==> src/rtl/ram_ctrl_pkg.sv <==
// Shared constants for the byte-serial RAM controller: length codes, FSM states
// and the byte-count decode.
package ram_ctrl_pkg;

    localparam logic [2:0] LEN_B = 3'd1;
    localparam logic [2:0] LEN_H = 3'd2;

    localparam logic [1:0] ST_IDLE = 2'd0;
    localparam logic [1:0] ST_RD   = 2'd1;
    localparam logic [1:0] ST_WR   = 2'd2;
    localparam logic [1:0] ST_DONE = 2'd3;

    // Index of the last byte of a transfer; any code other than 1 or 2 is a word.
    function automatic logic [1:0] len_last(input logic [2:0] len);
        case (len)
            LEN_B:   len_last = 2'd0;
            LEN_H:   len_last = 2'd1;
            default: len_last = 2'd3;
        endcase
    endfunction

endpackage

==> src/rtl/ram_ctrl_ext.sv <==
// Little-endian byte assembly with sign/zero extension to 32 bits.
module ram_ctrl_ext
    import ram_ctrl_pkg::*;
(
    input  logic [3:0][7:0] i_bytes,
    input  logic [1:0]      i_last,
    input  logic            i_signed,
    output logic [31:0]     o_data
);

    logic w_sign;

    always_comb begin
        w_sign = 1'b0;
        o_data = i_bytes;
        case (i_last)
            2'd0: begin
                w_sign = i_signed & i_bytes[0][7];
                o_data = {{24{w_sign}}, i_bytes[0]};
            end
            2'd1: begin
                w_sign = i_signed & i_bytes[1][7];
                o_data = {{16{w_sign}}, i_bytes[1], i_bytes[0]};
            end
            default: o_data = i_bytes;
        endcase
    end

endmodule

==> src/rtl/ram_ctrl.sv <==
// Responder for the stage_mem RAM handshake: serialises one 1/2/4-byte load or
// store onto a byte-wide synchronous RAM with RD_LAT read latency.
module ram_ctrl
    import ram_ctrl_pkg::*;
#(
    parameter int ADDR_WIDTH = 32,
    parameter int RD_LAT     = 1
) (
    input  logic                  clk,
    input  logic                  reset,
    input  logic                  ram_read,
    input  logic                  ram_write,
    input  logic [ADDR_WIDTH-1:0] ram_addr,
    input  logic [31:0]           ram_data_o,
    input  logic [2:0]            ram_length,
    input  logic                  ram_signed,
    output logic                  ram_busy,
    output logic                  ram_ready,
    output logic [31:0]           ram_data_i,
    output logic [ADDR_WIDTH-1:0] mem_a,
    output logic [7:0]            mem_dout,
    output logic                  mem_wr,
    input  logic [7:0]            mem_din
);

    logic [1:0]        r_state;
    logic [1:0]        r_last;
    logic [1:0]        r_idx;
    logic [1:0]        r_lane;
    logic              r_iss;
    logic              r_signed;
    logic [3:0][7:0]   r_data;
    logic [3:0][7:0]   r_bytes;
    logic [RD_LAT-1:0] r_vld;

    logic              w_iss;
    logic              w_smp;
    logic [RD_LAT:0]   w_pipe;
    logic [1:0]        w_nidx;
    logic [3:0][7:0]   w_bytes;
    logic [31:0]       w_ext;

    // Each issued read address walks down the valid shift; its tail marks the
    // cycle in which that address's byte is on mem_din.
    assign w_iss  = (r_state == ST_RD) && r_iss;
    assign w_pipe = {r_vld, w_iss};
    assign w_smp  = r_vld[RD_LAT-1];
    assign w_nidx = r_idx + 2'd1;

    always_comb begin
        w_bytes = r_bytes;
        if (w_smp)
            w_bytes[r_lane] = mem_din;
    end

    ram_ctrl_ext u_ext (
        .i_bytes  (w_bytes),
        .i_last   (r_last),
        .i_signed (r_signed),
        .o_data   (w_ext)
    );

    always_ff @(posedge clk) begin
        if (reset) begin
            r_state    <= ST_IDLE;
            r_last     <= '0;
            r_idx      <= '0;
            r_lane     <= '0;
            r_iss      <= 1'b0;
            r_signed   <= 1'b0;
            r_data     <= '0;
            r_bytes    <= '0;
            r_vld      <= '0;
            ram_busy   <= 1'b0;
            ram_ready  <= 1'b0;
            ram_data_i <= '0;
            mem_a      <= '0;
            mem_dout   <= '0;
            mem_wr     <= 1'b0;
        end else begin
            r_vld <= w_pipe[RD_LAT-1:0];
            case (r_state)
                ST_IDLE: begin
                    if (ram_read || ram_write) begin
                        r_last   <= len_last(ram_length);
                        r_signed <= ram_signed;
                        r_data   <= ram_data_o;
                        r_idx    <= '0;
                        r_lane   <= '0;
                        r_bytes  <= '0;
                        mem_a    <= ram_addr;
                        ram_busy <= 1'b1;
                        // Store has priority when both requests are raised.
                        if (ram_write) begin
                            r_state  <= ST_WR;
                            mem_wr   <= 1'b1;
                            mem_dout <= ram_data_o[7:0];
                        end else begin
                            r_state <= ST_RD;
                            r_iss   <= 1'b1;
                        end
                    end
                end
                ST_RD: begin
                    if (r_iss) begin
                        if (r_idx == r_last) begin
                            r_iss <= 1'b0;
                        end else begin
                            r_idx <= w_nidx;
                            mem_a <= mem_a + ADDR_WIDTH'(1);
                        end
                    end
                    if (w_smp) begin
                        r_bytes <= w_bytes;
                        r_lane  <= r_lane + 2'd1;
                        if (r_lane == r_last) begin
                            r_state    <= ST_DONE;
                            ram_busy   <= 1'b0;
                            ram_ready  <= 1'b1;
                            ram_data_i <= w_ext;
                        end
                    end
                end
                ST_WR: begin
                    if (r_idx == r_last) begin
                        mem_wr    <= 1'b0;
                        r_state   <= ST_DONE;
                        ram_busy  <= 1'b0;
                        ram_ready <= 1'b1;
                    end else begin
                        r_idx    <= w_nidx;
                        mem_a    <= mem_a + ADDR_WIDTH'(1);
                        mem_dout <= r_data[w_nidx];
                    end
                end
                default: begin
                    ram_ready <= 1'b0;
                    r_state   <= ST_IDLE;
                end
            endcase
        end
    end

endmodule
==> config.mk <==
export PLATFORM = sky130hd
export DESIGN_NAME = ram_ctrl
export DESIGN_NICKNAME = d
export VERILOG_FILES = /design/src/rtl/ram_ctrl_pkg.sv /design/src/rtl/ram_ctrl_ext.sv /design/src/rtl/ram_ctrl.sv
export SDC_FILE = /design/constraint.sdc
export NUM_CORES = 1
export LEC_CHECK = 0
export BUFFER_PORTS_ARGS = -buffer_cell sky130_fd_sc_hd__buf_2
export CORE_MARGIN = 2
export CORE_UTILIZATION = 50
export CTS_CLUSTER_SIZE = 10
export DETAILED_ROUTE_END_ITERATION = 12
export GPL_ROUTABILITY_DRIVEN = 1
export MAX_ROUTING_LAYER = met4
export PLACE_DENSITY_LB_ADDON = 0.15
export RECOVER_POWER = 25
export SETUP_SLACK_MARGIN = 0.2
export SYNTH_ARGS = -nofsm -noshare
export SYNTH_HDL_FRONTEND = slang
export SYNTH_HIERARCHICAL = 1
export SYNTH_SLANG_ARGS = --single-unit
==> constraint.sdc <==
create_clock -name clk -period 2.1 [get_ports clk]
set_clock_uncertainty 0.2 [all_clocks]
set_input_delay 0.21 -clock clk [delete_from_list [all_inputs] [get_ports clk]]
set_output_delay 0.21 -clock clk [all_outputs]
set_load 0.01 [all_outputs]
==> results of run 1 <==
flip-flops by register name, indices dropped and copies added, names as in the netlist:
name / flops
mem_a: 32
r_bytes: 32
r_data: 32
ram_data_i: 32
mem_dout: 8
r_idx: 2
r_lane: 2
r_last: 2
r_state: 2
mem_wr: 1
r_iss: 1
r_signed: 1
r_vld: 1
ram_busy: 1
ram_ready: 1
cell type report:
class                           instances  area [sq um]  area share, %
Clock inverter                          8         98.84         0.9201
Clock buffer                           22         484.2          4.507
Tap cell                              184         230.2          2.143
Sequential cell                       150          3033          28.23
Inverter                               10         45.04         0.4193
Multi-Input combinational cell        649          4597          42.79
Timing Repair Buffer                  315          2255          20.99
Yosys cell counts, types with 3 or more instances:
cell	instances
nand2_1	186
dfxtp_1	150
a21oi_1	89
nor2_1	63
a22oi_1	50
clkbuf_1	44
mux2_2	32
nand3_1	25
o21ai_0	22
mux2i_1	19
o211ai_1	14
buf_4	11
nor3_1	11
a211oi_1	10
buf_2	10
ha_1	9
inv_1	9
mux4_2	8
nand4_1	8
o21ai_1	8
o221ai_1	8
o22ai_1	7
or4_1	7
buf_6	6
a31oi_1	5
and3_1	5
nor4_1	5
or3_1	5
xnor2_1	5
o21ai_2	4
a211oi_2	3
metal layers:
metal	global-route usage, %	share of wire [%]	wire, microns
met3	4.928	5.0	1157
met4	9.412	2.2	516
met5	-	0	0
met2	47.06	49	11430
met1	36.35	44	10210
worst min-delay path by stage:
stage / start / endpoint / depth (start not counted)
floorplan: ram_data_o[0] / r_data[0] / 2
global placement: r_data[3] / r_data[3] / 2
detailed placement: ram_data_i[24] / ram_data_i[24] / 2
CTS: ram_addr[3] / mem_a[3] / 4
global route: ram_addr[3] / mem_a[3] / 4
finish: ram_addr[3] / mem_a[3] / 4
power groups by stage:
stage / logic, mW / registers (mW) / clock network [mW]
finish: 5.70 / 3.94 / 3.02
CTS: 5.28 / 3.88 / 3.06
global route: 6.10 / 4.02 / 3.19
global placement: 4.66 / 3.90 / 0
detailed placement: 4.71 / 3.91 / 0
floorplan: 2.80 / 4.09 / 0
tightest hold or removal path, stage by stage:
cell and delay (ns):
buf_2 0.09, or3_1 0.12, o21ai_2 0.06, a211oi_2 0.15
timing repair:
action / 4_1_cts / 5_1_grt
gates resized for setup: 53 / 77
hold buffers: 67 / 0
endpoints found under the hold margin: 71 / 0
pin swaps: 15 / 15
gates cloned: 3 / 0
buffers inserted: 14 / 7
setup endpoints to repair: 61 / 109
kinds of logic after synthesis:
logic type | count (synthesis)
xor gates and xnor gates | 5
DFF | 150
and+or+nand+nor | 340
AOI/OAI and AO/OA | 235
adders and majority gates | 9
muxes | 60
buffers and inverters | 83
through the flow:
step                std cells   TNS, ns
floorplan                 882         0
global route             1338   -0.6693
detailed placement       1218   -0.1825
global placement         1218  -0.01514
CTS                      1332         0
finish                   1338         0
==> flow_summary.ini, run 1 <==
[timing]
max-slew-margin-rel_pct = 61.27
fin_crit_ns = 2.090
fin_crit_sh_pct = 99.53
layout_setup_ws_ns = 0.009913
max_freq_mhz = 478.4
hold_viol = 0
setup_viol = 0
rsz0062_at_grt = true
timing.hold.ws_ns = 0.05251
drv_slew = 0
max_slew.worst_pin.slew_ns = 0.5808

[power]
p_total_mw = 12.67
p_leak_nw = 4.242
p_comb_share_pct = 45.0
internal_power_mw = 7.799
p_switching_mw = 4.867
power_density_nw_per_um2 = 1179
clock_power_share_pct = 23.9
switching_share_pct = 38.43
ir_drop_uv = 698.7
seqPwrFrac_pct = 31.1

[final_layout]
nFillCells = 1062
area_growth_pct = 45.16
diodes = 0
fin_nets = 1232
layout_commonest_cell = nand2_1
fin_area_sq_um = 10740
fin_util_pct = 74.20
final_cell_mix = nand2_1 (181), dfxtp_1 (138), buf_2 (107)
drive_above_1_share_pct = 35.10

[yosys]
synth-edff-count = 0
ys_seq_area_share_pct = 40.57
synth_top_cell_by_area = dfxtp_1
synth_nets = 971
synth_cell_types = 67
ys_top_cells_by_area = dfxtp_1 (41%), nand2_1 (9.4%), a21oi_1 (6.0%)
ys_ff_latch = 150
synthMuxAreaShare_pct = 10.18
synth_compound_area_share_pct = 20.46
synthXorXnorAreaFrac_pct = 0.5917
netlist_area_sq_um = 7401
synth-main-ff-cell = dfxtp_1
synth_cells = 882
synth_top_family_by_area = simple AND/OR/NAND/NOR gates
async_flop_share_pct = 0
synthAdderAreaFrac_pct = 1.522
synth-simple-area-share_pct = 21.12
yosys.area.top_type_share_pct = 40.57
ys_warn_count = 6
avgSynthCellArea_sq_um = 8.391

[setup_path]
criticalPathCategory = reg -> reg
r2r-end = mem_a[12]
crit_buf_inv = 3
endpoint_kind = register
crit_path_max_incr_delay_ns = 0.39
crit_slowest_cell = dfxtp_4
ff2ff_path_depth = 9
rrSetupSlack_ns = 0.01
start_kind = register
crit_cells = 9
r2r-start = r_state[0]
cp_cell_sequence = inv_4 -> ha_4 -> nor3b_4 -> or3_4 -> a21oi_4 -> buf_12 -> buf_4 -> o221ai_1 -> a21oi_1
critPathCapture = mem_a[12]
required_ns = 2.25
startpoint = r_state[0]
critPathArrivalTime_ns = 2.24
crit_fanout = 10
critPathTopFamily = simple AND/OR/NAND/NOR gates

[detailed_routing]
drt_pass1_iterations = 5
postRouteAntennaNets = 0
drtIter0Drc = 552
detail_route.wl_per_cell_microns = 17.43
vias = 7725
drt_wl_total_mm = 23.32
vias_per_cell = 5.774
route.detailed.drc = 0

[floorplan]
die_width_microns = 125.7
rows = 44
die_area_sq_um = 15790
die_y_microns = 125.7
initial_core_util_pct = 51.11
io_pins = 155
coreArea_sq_um = 14480

[global_route]
first_global_vias = 7256
grt.total_usage_pct = 28.75
grt_start_max_net_pins = 100
antenna_found_initial = 0
grt_overflow_total = 0
grt_pass1_wl_mm = 36.08

[cts]
numCtsBuffers = 17
clk_pin_slew_ns = 0.06
cts_root_buf = clkbuf_16
h-tree-depth = 4
clock-sinks = 150
tritoncts = yes
cts_buffer_depth = 2
clk-insertion-delay-late_ns = 0.42

[place]
gp_congestion = 0.8832
pre_cts_ws_ns = -0.03098
dpl.hpwl_mm = 14.17
port_buffers = 154
placed_cell_area_sq_um = 8790

[run_status]
status = complete, no violations

[hold_path]
hold_path_class = in -> reg

[flow_run]
cap_violations = 0
Power figures use the tool's default switching activity.
==> run 2: changes to the inputs <==
--- a/config.mk
+++ b/config.mk
@@ -5,7 +5,9 @@
 export SDC_FILE = /design/constraint.sdc
 export NUM_CORES = 1
 export LEC_CHECK = 0
+export ABC_AREA = 1
 export BUFFER_PORTS_ARGS = -buffer_cell sky130_fd_sc_hd__buf_2
+export CORE_ASPECT_RATIO = 1.25
 export CORE_MARGIN = 2
 export CORE_UTILIZATION = 50
 export CTS_CLUSTER_SIZE = 10
==> run 2 against run 1 <==
  * Worst setup slack improved by 0.18 ns
  * Utilization fell by 7.0 points
  * Flip-flop and latch count did not move
  * Sequential share of layout area rose by 0.75 points
  * First-iteration DRC count rose by 26%
  * Count of clock-buffer cells in the layout fell by 1
  * Final cell count rose by 24%
  * Area after synthesis rose by 6.3%
  * Critical path depth rose by 1
  * Critical endpoint is now mem_a[26]
==> flow_summary.ini, run 2 <==
[detailed_routing]
drt_pass1_iterations = 5
drt_wl_total_mm = 24.21
postRouteAntennaNets = 0
vias_per_cell = 5.317
vias = 8800
drtIter0Drc = 697
route.detailed.drc = 0
detail_route.wl_per_cell_microns = 14.63

[final_layout]
fin_area_sq_um = 10420
layout_commonest_cell = nand2_1
nFillCells = 1414
area_growth_pct = 32.43
fin_nets = 1520
drive_above_1_share_pct = 17.81
fin_util_pct = 67.18
diodes = 0
final_cell_mix = nand2_1 (377), nor2_1 (150), dfxtp_1 (143)
instances_no_fill = 1655

[setup_path]
crit_slowest_cell = dfxtp_1
critPathTopFamily = simple AND/OR/NAND/NOR gates
criticalPathCategory = reg -> reg
endpoint_kind = register
crit_buf_inv = 0
start_kind = register
cpMostUsedCell = nand2_1
cp_cell_sequence = ha_2 -> nand2_1 -> nor2_4 -> nand2_2 -> nor2_4 -> nand2_1 -> nand2_1 -> nand3_1 -> nand2_1 -> a21oi_1
critPathArrivalTime_ns = 2.00
required_ns = 2.19
crit_fanout = 5
crit_path_max_incr_delay_ns = 0.42

[yosys]
ys_seq_area_share_pct = 38.17
synth-edff-count = 0
async_flop_share_pct = 0
synth_nets = 1313
yosys.area.top_type_share_pct = 38.17
ys_top_cells_by_area = dfxtp_1 (38%), nand2_1 (19%), a21oi_1 (7.8%)
synth_top_cell_by_area = dfxtp_1
netlist_area_sq_um = 7866
avgSynthCellArea_sq_um = 6.427
ys_warn_count = 6
synth.most_common_cell = nand2_1
synthTopCellsByCount = nand2_1 (388), nor2_1 (161), dfxtp_1 (150)
synth_cells = 1224
synth-main-ff-cell = dfxtp_1
ys_ff_latch = 150
synth_cell_types = 39

[floorplan]
initial_core_util_pct = 50.73
die_width_microns = 116.2
die_y_microns = 144.2
rows = 51
die_area_sq_um = 16760
coreArea_sq_um = 15510
io_pins = 155

[timing]
rsz0062_at_grt = true
hold_viol = 0
max_freq_mhz = 524.6
fin_crit_ns = 1.906
fin_crit_sh_pct = 90.77
finalSetupTns_ns = 0
max-slew-margin-rel_pct = 64.45
max_slew.worst_pin.slew_ns = 0.5333
setup_viol = 0
drv_slew = 0

[global_route]
grt_overflow_total = 0
antenna_found_initial = 0
grt_start_max_net_pins = 110
grt.total_usage_pct = 29.04
first_global_vias = 7958
grt_pass1_wl_mm = 37.70

[cts]
clk_pin_slew_ns = 0.06
numCtsBuffers = 17
tritoncts = yes
h-tree-depth = 4
cts_buffer_depth = 2
clk-insertion-delay-late_ns = 0.43
cts_root_buf = clkbuf_16
clock-sinks = 150

[place]
port_buffers = 154
dp.cells = 1546
dpl.hpwl_mm = 15.49
gp_congestion = 0.9659
placed_cell_area_sq_um = 8800

[power]
p_total_mw = 12.07
internal_power_mw = 7.318
ir_drop_uv = 704.9
seqPwrFrac_pct = 33.1
switching_share_pct = 39.36
power_density_nw_per_um2 = 1158
clock_power_share_pct = 27.8
p_leak_nw = 4.291
p_switching_mw = 4.749
p_comb_share_pct = 39.1

[flow_run]
cap_violations = 0

[run_status]
status = complete, no violations

[hold_path]
hold_path_class = in -> reg
[run 2: cell count changes in the layout (fill, tap and decap cells not counted), moves of 12 or more]
cell      delta
inv_1       +57
a21oi_1     +42
nor2_1      +92
mux2_2      -30
o211ai_1    -12
nand3_1     +57
mux2i_1     -19
buf_4       -40
a22oi_1     -18
o21ai_1     +19
o21ai_0     +68
nand2_1    +196
a22oi_2     -32
[run 2: worst paths after layout]
path                                    from    endpoint  slack, ns  cells past startpoint
worst min register to register    r_data[23]  r_data[23]       0.25                      2
worst min-delay path            ram_addr[25]   mem_a[25]       0.01                      5
worst max-delay path                mem_a[1]   mem_a[26]       0.19                     10
worst max register to register      mem_a[1]   mem_a[26]       0.19                     10
[run 2: cell families (layout without fill, tap and decap cells)]
group | count (synthesis) | after routing | synth area share [%]
compound gates | 244 | 244 | 16.00
flops | 150 | 150 | 38.17
buf+inv | 147 | 363 | 8.653
simple gates | 669 | 672 | 35.09
fa+ha+maj | 9 | 9 | 1.432
xor+xnor | 5 | 5 | 0.6523
[run 2: power groups by stage]
stage / combinational (mW) / clock, mW / sequential [mW]
after detailed placement: 4.24 / 0 / 4.01
after global routing: 5.29 / 3.49 / 4.06
after global placement: 4.20 / 0 / 4.00
after CTS: 4.42 / 3.38 / 3.95
final: 4.72 / 3.35 / 4.00
after floorplan: 2.94 / 0 / 4.01
[run 2: worst register-to-register path, delay by kind of cell (launching register included)]
| kind | cells | cell delay, ns |
|---|---|---|
| simple gates | 8 | 0.86 |
| flops | 1 | 0.42 |
| fa+ha+maj | 1 | 0.25 |
| compound gates | 1 | 0.05 |
[run 2: area by class of cell]
cell class,instances,area [sq um],share of cell area [%]
Clock buffer,21,480.5,4.612
Sequential cell,150,3019,28.98
Timing Repair inverter,1,11.26,0.1081
Multi-Input combinational cell,930,4452,42.73
Inverter,72,292.8,2.810
Tap cell,212,265.3,2.546
Timing Repair Buffer,259,1729,16.60
Clock inverter,10,167.7,1.609
[run 2: per-layer routing]
layer  vias to the layer above  global-route usage (%)  routed length (microns)
met1                      4013                   35.03                    10270
li1                       4360                       -                        -
met5                         -                       -                        0
met4                         0                   11.97                      805
met3                        68                   4.359                     1319
met2                       359                   48.48                    11820
[run 2: timing repair]
item,in CTS,in global routing
resized for setup,21,76
setup endpoints to repair,48,104
hold endpoints to repair,68,0
gates cloned,1,3
hold buffers,65,0
buffers inserted,0,9
pin swaps,2,18
[run 2: metrics by stage]
stage / worst slack (ns) / hold slack, ns
2_1_floorplan: 0.2163 / 0.1763
3_3_place_gp: 0.1580 / 0.2420
3_5_place_dp: 0.1229 / 0.2445
4_1_cts: 0.1657 / 0.001910
5_1_grt: 0.09660 / 0.05889
6_report: 0.1939 / 0.01121
